$ cat config.mk
export PLATFORM = sky130hd
export DESIGN_NAME = vc_fifo_flat
export DESIGN_NICKNAME = d
export VERILOG_FILES = /design/src/rtl/vc_fifo_pkg.sv /design/src/rtl/vc_fifo_if.sv /design/src/rtl/vc_fifo_ram.sv /design/src/rtl/vc_fifo.sv /design/src/flat_wrapper.sv
export SDC_FILE = /design/constraint.sdc
export NUM_CORES = 1
export LEC_CHECK = 0
export ABC_AREA = 0
export BUFFER_PORTS_ARGS = -buffer_cell sky130_fd_sc_hd__buf_2
export CAP_MARGIN = 25
export CORE_MARGIN = 2
export CORE_UTILIZATION = 55
export CTS_BUF_LIST = sky130_fd_sc_hd__clkbuf_4 sky130_fd_sc_hd__clkbuf_8
export DETAILED_ROUTE_END_ITERATION = 10
export GPL_TIMING_DRIVEN = 0
export PLACE_DENSITY_LB_ADDON = 0.25
export SETUP_SLACK_MARGIN = 0.3
export SLEW_MARGIN = 40
export SYNTH_ARGS = -nofsm -noshare
export SYNTH_HDL_FRONTEND = slang
export SYNTH_SLANG_ARGS = --single-unit
$ cat constraint.sdc
create_clock -name clk -period 2.61 [get_ports clk]
set_clock_uncertainty 0.15 [all_clocks]
set_input_delay 0.1305 -clock clk [delete_from_list [all_inputs] [get_ports clk]]
set_output_delay 0.1305 -clock clk [all_outputs]
set_load 0.005 [all_outputs]
$ cat src/rtl/vc_fifo_pkg.sv
// Shared sizing defaults for the demux, the main FIFO and the per-VC FIFOs.
package vc_fifo_pkg;
  localparam int FIFO_DATA_WIDTH = 5;
  localparam int FIFO_DEPTH      = 16;
  localparam int FIFO_ADDR_WIDTH = 4;
  localparam int THR_HIGH_DEF    = FIFO_DEPTH - 2;
  localparam int THR_LOW_DEF     = FIFO_DEPTH / 4;
endpackage

$ cat src/rtl/vc_fifo_if.sv
// Demux-side and downstream-side signals of one virtual-channel FIFO.
interface vc_fifo_if import vc_fifo_pkg::*; #(
  parameter int DATA_WIDTH = FIFO_DATA_WIDTH,
  parameter int ADDR_WIDTH = FIFO_ADDR_WIDTH
) ();
  // Handshake: push/pop are single-cycle requests with no ready signal. A push
  // lands unless the FIFO is full with no simultaneous pop; a pop lands only when
  // count > 0. Rejected requests set the sticky error. Flow control upstream is
  // the registered pause, which leaves room for one in-flight push.
  logic                  push;
  logic [DATA_WIDTH-1:0] data_in;
  logic                  pop;
  logic [ADDR_WIDTH:0]   thr_high;
  logic [ADDR_WIDTH:0]   thr_low;
  logic [DATA_WIDTH-1:0] data_out;
  logic                  valid_out;
  logic                  pause;
  logic                  full;
  logic                  empty;
  logic [ADDR_WIDTH:0]   count;
  logic                  error;

  modport master (
    output push, data_in, pop, thr_high, thr_low,
    input  data_out, valid_out, pause, full, empty, count, error
  );

  modport slave (
    input  push, data_in, pop, thr_high, thr_low,
    output data_out, valid_out, pause, full, empty, count, error
  );
endinterface

$ cat src/rtl/vc_fifo_ram.sv
// DEPTH x DATA_WIDTH storage: one synchronous write port, one synchronous read
// port whose output holds between reads. No reset on the array or read register.
module fifo_ram import vc_fifo_pkg::*; #(
  parameter int DATA_WIDTH = FIFO_DATA_WIDTH,
  parameter int DEPTH      = FIFO_DEPTH,
  parameter int ADDR_WIDTH = FIFO_ADDR_WIDTH
) (
  input  logic                  clk,
  input  logic                  wr_en,
  input  logic [ADDR_WIDTH-1:0] wr_addr,
  input  logic [DATA_WIDTH-1:0] wr_data,
  input  logic                  rd_en,
  input  logic [ADDR_WIDTH-1:0] rd_addr,
  output logic [DATA_WIDTH-1:0] rd_data
);
  logic [DATA_WIDTH-1:0] mem [DEPTH];

  always_ff @(posedge clk) begin
    if (wr_en) mem[wr_addr] <= wr_data;
  end

  // Read-before-write: a same-address write this edge is not seen by this read.
  always_ff @(posedge clk) begin
    if (rd_en) rd_data <= mem[rd_addr];
  end
endmodule

$ cat src/rtl/vc_fifo.sv
// Per-VC FIFO: circular pointers, occupancy count, hysteretic pause, sticky error.
// Storage lives in fifo_ram; read data appears one cycle after an accepted pop.
module vc_fifo import vc_fifo_pkg::*; #(
  parameter int DATA_WIDTH = FIFO_DATA_WIDTH,
  parameter int DEPTH      = FIFO_DEPTH,
  parameter int ADDR_WIDTH = FIFO_ADDR_WIDTH
) (
  input  logic     clk,
  input  logic     reset,
  vc_fifo_if.slave bus
);
  localparam logic [ADDR_WIDTH:0] FULL_COUNT = (ADDR_WIDTH+1)'(DEPTH);
  localparam logic [ADDR_WIDTH:0] ONE        = (ADDR_WIDTH+1)'(1);

  logic [ADDR_WIDTH-1:0] wr_ptr;
  logic [ADDR_WIDTH-1:0] rd_ptr;
  logic [ADDR_WIDTH:0]   count_r;
  logic [ADDR_WIDTH:0]   count_next;
  logic [ADDR_WIDTH:0]   thr_high_r;
  logic [ADDR_WIDTH:0]   thr_low_r;
  logic                  pause_r;
  logic                  pause_next;
  logic                  error_r;
  logic                  valid_r;
  logic                  out_zero_r;
  logic                  push_ok;
  logic                  pop_ok;
  logic                  bad_req;
  logic [DATA_WIDTH-1:0] ram_rd_data;

  always_comb begin
    pop_ok     = bus.pop && (count_r != '0);
    push_ok    = bus.push && ((count_r != FULL_COUNT) || pop_ok);
    bad_req    = (bus.push && !push_ok) || (bus.pop && !pop_ok);
    count_next = count_r;
    if (push_ok && !pop_ok) count_next = count_r + ONE;
    else if (pop_ok && !push_ok) count_next = count_r - ONE;
    pause_next = pause_r;
    if (count_next >= thr_high_r) pause_next = 1'b1;
    else if (count_next <= thr_low_r) pause_next = 1'b0;
  end

  always_ff @(posedge clk) begin
    if (reset) begin
      wr_ptr     <= '0;
      rd_ptr     <= '0;
      count_r    <= '0;
      valid_r    <= 1'b0;
      pause_r    <= 1'b0;
      error_r    <= 1'b0;
      out_zero_r <= 1'b1;
      thr_high_r <= bus.thr_high;
      thr_low_r  <= bus.thr_low;
    end else begin
      if (push_ok) wr_ptr <= wr_ptr + 1'b1;
      if (pop_ok) rd_ptr <= rd_ptr + 1'b1;
      if (pop_ok) out_zero_r <= 1'b0;
      if (bad_req) error_r <= 1'b1;
      count_r <= count_next;
      valid_r <= pop_ok;
      pause_r <= pause_next;
    end
  end

  fifo_ram #(
    .DATA_WIDTH (DATA_WIDTH),
    .DEPTH      (DEPTH),
    .ADDR_WIDTH (ADDR_WIDTH)
  ) u_ram (
    .clk     (clk),
    .wr_en   (push_ok && !reset),
    .wr_addr (wr_ptr),
    .wr_data (bus.data_in),
    .rd_en   (pop_ok && !reset),
    .rd_addr (rd_ptr),
    .rd_data (ram_rd_data)
  );

  // The RAM read register has no reset, so data_out reads as zero until the
  // first pop after reset; afterwards it tracks the RAM register, which holds.
  assign bus.data_out  = out_zero_r ? '0 : ram_rd_data;
  assign bus.valid_out = valid_r;
  assign bus.pause     = pause_r;
  assign bus.error     = error_r;
  assign bus.count     = count_r;
  assign bus.full      = (count_r == FULL_COUNT);
  assign bus.empty     = (count_r == '0);
endmodule
$ cat src/flat_wrapper.sv
// flat-port wrapper written by rule: the top's interface ports become plain ports
module vc_fifo_flat import vc_fifo_pkg::*;
#(
  parameter int DATA_WIDTH = FIFO_DATA_WIDTH,
  parameter int DEPTH      = FIFO_DEPTH,
  parameter int ADDR_WIDTH = FIFO_ADDR_WIDTH
)
  (clk, reset, bus_push, bus_data_in, bus_pop, bus_thr_high, bus_thr_low, bus_data_out, bus_valid_out, bus_pause, bus_full, bus_empty, bus_count, bus_error);
  vc_fifo_if #(.DATA_WIDTH(DATA_WIDTH), .ADDR_WIDTH(ADDR_WIDTH)) bus_i ();
  input  logic clk;
  input  logic reset;
  input wire logic [$bits(bus_i.push)-1:0] bus_push;
  input wire logic [$bits(bus_i.data_in)-1:0] bus_data_in;
  input wire logic [$bits(bus_i.pop)-1:0] bus_pop;
  input wire logic [$bits(bus_i.thr_high)-1:0] bus_thr_high;
  input wire logic [$bits(bus_i.thr_low)-1:0] bus_thr_low;
  output wire logic [$bits(bus_i.data_out)-1:0] bus_data_out;
  output wire logic [$bits(bus_i.valid_out)-1:0] bus_valid_out;
  output wire logic [$bits(bus_i.pause)-1:0] bus_pause;
  output wire logic [$bits(bus_i.full)-1:0] bus_full;
  output wire logic [$bits(bus_i.empty)-1:0] bus_empty;
  output wire logic [$bits(bus_i.count)-1:0] bus_count;
  output wire logic [$bits(bus_i.error)-1:0] bus_error;
  assign bus_i.push = bus_push;
  assign bus_i.data_in = bus_data_in;
  assign bus_i.pop = bus_pop;
  assign bus_i.thr_high = bus_thr_high;
  assign bus_i.thr_low = bus_thr_low;
  assign bus_data_out = bus_i.data_out;
  assign bus_valid_out = bus_i.valid_out;
  assign bus_pause = bus_i.pause;
  assign bus_full = bus_i.full;
  assign bus_empty = bus_i.empty;
  assign bus_count = bus_i.count;
  assign bus_error = bus_i.error;
  vc_fifo #(.DATA_WIDTH(DATA_WIDTH), .DEPTH(DEPTH), .ADDR_WIDTH(ADDR_WIDTH)) u_core (.clk(clk), .reset(reset), .bus(bus_i));
endmodule
==> flow_summary_export.csv <==
group,metric,value,unit
power,peakVddDrop,349,uV
hold_path,min-delay-start,"bus_data_in[4]",
power,pwr-share-comb,0.322,
global_route,grt.total_usage,0.199,
critical_path,critPathLaunchType,"flip-flop",
timing,finalCritPeriodShare,0.991,
die,initial_core_util,0.563,
yosys,synth_nets,352,
critical_path,r2r-start,"u_core.bus.count[0]",
timing,tns,0,ns
critical_path,cp.buffers_inverters,2,
critical_path,crit_start,"u_core.bus.count[0]",
die,ios,34,
timing,setup_violations,0,
global_route,grt_pass1_wl,14400,um
clock_tree,tritoncts,"built",
yosys,syn_area_per_cell,15.5,sq um
critical_path,critPathMaxStageDelay,0.37,ns
clock_tree,cts.clk_slew.worst_paths,0.11,ns
placed_design,gp_congestion,0.835,
global_route,grt-ovfl-total,0,
critical_path,crit_chain,"inv_4, ha_4, or3b_1, buf_6, a211oi_4, a311oi_2, a21oi_2, ha_1, a21oi_2, o21ai_2, a31oi_1, o22ai_1",
drt,routed_wl,9080,um
yosys,ys_types,50,
placed_design,dp_slack,-0.0870,ns
clock_tree,clockRootBuffer,"clkbuf_8",
die,dieArea,0.00965,sq mm
critical_path,r2r_slack,0.02,ns
timing,rsz0062_at_grt,"yes",
die,die_w,98.2,um
hold_path,worst_hold_path.num_cells,1,
critical_path,reg2reg_depth,12,
hold_path,worstHoldEndpoint,"u_core.u_ram.mem[3][4]",
drt,drc,0,
yosys,netlist_area,0.00488,sq mm
hold_path,hold_class,"in -> reg",
yosys,synth.area.top_cells,"edfxtp_1, mux4_2, dfxtp_1",
die,die_h,98.2,um
placed_design,io_buffers,33,
critical_path,crit_required,2.71,ns
yosys,ys_ff_latch,112,
finish,synthToLayoutAreaGrowth,16.1,%
critical_path,critPathMaxFanout,5,
timing,worstMarginPinSlew,0.695,ns
critical_path,arrival,2.68,ns
critical_path,cp_top_family,"compound AO/OA/AOI/OAI gates",
yosys,synth_common_cells,"edfxtp_1, nor2_1, mux4_2",
yosys,synth_top_area_cell,"edfxtp_1",
die,row_count,34,
power,p_int,0.00311,W
yosys,synth_enable_flop_cells,95,
clock_tree,cts_sinks,112,
critical_path,rr_endpoint,"u_core.bus.pause",
power,p_sw_frac,0.310,
drt,wire_per_inst,18.6,um
power,p_sw,0.00140,W
yosys,synth-main-ff-cell,"edfxtp_1",
power,leakage,2.01,nW
yosys,synth.most_common_cell,"edfxtp_1",
outcome,status,"finished clean",
finish,insertedDiodeCount,0,
timing,hold_violations,0,
critical_path,criticalPathCategory,"reg -> reg",
timing,post-route-min-period,2.59,ns
critical_path,cp_common_cell,"a21oi_2",
timing,slew_viol_final,0,
critical_path,crit_path_end_kind,"flip-flop",
clock_tree,clockBufferDepth,2,
timing,relSlewSlack,0.536,
clock_tree,numCtsBuffers,9,
job,maxCapViolCount,0,
drt,drtIter0Drc,197,
global_route,antenna_found_initial,0,
drt,drtPass1Iterations,4,
yosys,yosysWarnings,0,
drt,routed_via_density,5.69,
drt,postRouteAntennaNets,0,
timing,timing.fmax,387,MHz
yosys,synth_cells,316,
global_route,grt_pass1_vias,2808,
finish,fin_nets,413,
clock_tree,h-tree-depth,3,
die,coreArea,0.00868,sq mm
critical_path,cp_slowest_cell,"dfxtp_4",
finish,layout-drive-gt1-share,0.315,
yosys,synth_top_area_share,0.584,
power,cellPowerDensity,795,mW/mm^2
global_route,grt_start_max_net_pins,20,
drt,vias,2780,
yosys,yosysSeqAreaShare,0.654,
clock_tree,clock_latency,0.37,ns
placed_design,dp_hpwl,6080,um
timing,worst_slack,0.0244,ns
yosys,async_reset_ff_frac,0,
power,pwr-share-clk,0.210,
power,seqPwrFrac,0.468,
==> routing by layer <==
layer  GRT usage  vias to the layer above  part of all wire
li1            -                     1324                 -
met1       0.287                     1366              0.44
met2       0.321                       80              0.49
met3      0.0387                       10             0.060
met4      0.0474                        0            0.0094
met5           0                        -                 0
==> kinds of logic after synthesis <==
kind of cell | after synthesis | share of synthesized area
buf+inv | 27 | 0.0274
simple gates | 81 | 0.0807
compound gates | 45 | 0.0740
xor+xnor | 8 | 0.0143
mux | 26 | 0.106
flops | 112 | 0.654
fa+ha+maj | 17 | 0.0436
==> flip-flops by register name (all words and copies together), names as in the netlist <==
| name | cells |
|---|---|
| u_core.bus.count | 5 |
| u_core.bus.error | 1 |
| u_core.bus.pause | 1 |
| u_core.bus.valid_out | 1 |
| u_core.out_zero_r | 1 |
| u_core.rd_ptr | 4 |
| u_core.thr_high_r | 5 |
| u_core.thr_low_r | 5 |
| u_core.u_ram.mem | 80 |
| u_core.u_ram.rd_data | 5 |
| u_core.wr_ptr | 4 |
==> power by group through the flow <==
stage | sequential [W] | combinational [W] | clock (W)
floorplan | 0.00216 | 0.00100 | 0
global placement | 0.00217 | 0.00130 | 0
detailed placement | 0.00217 | 0.00133 | 0
CTS | 0.00211 | 0.00143 | 0.000965
global route | 0.00212 | 0.00159 | 0.00103
finish | 0.00211 | 0.00145 | 0.000948
==> how the worst max path moves through the flow <==
stage | end | slack (ns) | cells past startpoint
after global placement | u_core.bus.pause | -0.04 | 12
after floorplan | u_core.bus.pause | 0.19 | 12
after CTS | u_core.bus.pause | -0.04 | 12
after detailed placement | u_core.bus.pause | -0.09 | 12
after global routing | u_core.bus.pause | -0.12 | 12
final | u_core.bus.pause | 0.02 | 12
==> stage by stage <==
stage	util	instance area, sq um	std cells	hold slack, ns	total power [W]
after global placement	0.601	5220	457	0.157	0.00346
after global routing	0.654	5670	489	0.00645	0.00474
final	0.654	5670	489	0.00876	0.00451
after CTS	0.649	5630	489	0.00238	0.00451
after floorplan	-	4910	316	0.0794	0.00316
after detailed placement	0.601	5220	457	0.159	0.00350
==> worst reg2reg max path, cell delays in order, from the launching register on <==
cell      delay [ns]
dfxtp_4         0.37
inv_4           0.06
ha_4            0.12
or3b_1          0.35
buf_6           0.15
a211oi_4        0.22
a311oi_2        0.07
a21oi_2         0.22
ha_1            0.29
a21oi_2         0.15
o21ai_2         0.07
a31oi_1         0.14
o22ai_1         0.09
==> placed cells by master (no fill, tap or decap), types with 5 or more instances in the layout <==
cell type | synthesis | routed
edfxtp_1 | 95 | 95
buf_2 | 5 | 38
mux4_2 | 20 | 20
nor2_1 | 32 | 19
ha_1 | 17 | 16
nand2_1 | 18 | 15
dfxtp_1 | 17 | 15
dlygate4sd3_1 | 0 | 13
inv_1 | 14 | 12
nor2b_1 | 12 | 12
a22oi_1 | 10 | 10
clkbuf_8 | 0 | 9
nor2_4 | 0 | 8
a21oi_1 | 8 | 6
nor2_2 | 0 | 5
==> area by class of cell <==
| class | count | area (sq um) |
|---|---|---|
| plain buffers | 13 | 81.3 |
| clock buffers | 9 | 124 |
| clock inverters | 6 | 57.6 |
| fillers | 657 | 3010 |
| inverters | 14 | 55.1 |
| multi-input cells | 177 | 1690 |
| flip-flops and latches | 112 | 3200 |
| well taps | 108 | 135 |
| repair buffers | 50 | 325 |
==> timing repair <==
action,CTS,global route
resized for setup,21,10
hold buffers,13,0
pin swaps,5,3
endpoints found under the setup margin,61,61
buffers inserted,4,0
gates cloned,0,0
endpoints found under the hold margin,46,0
Power figures use the tool's default switching activity.
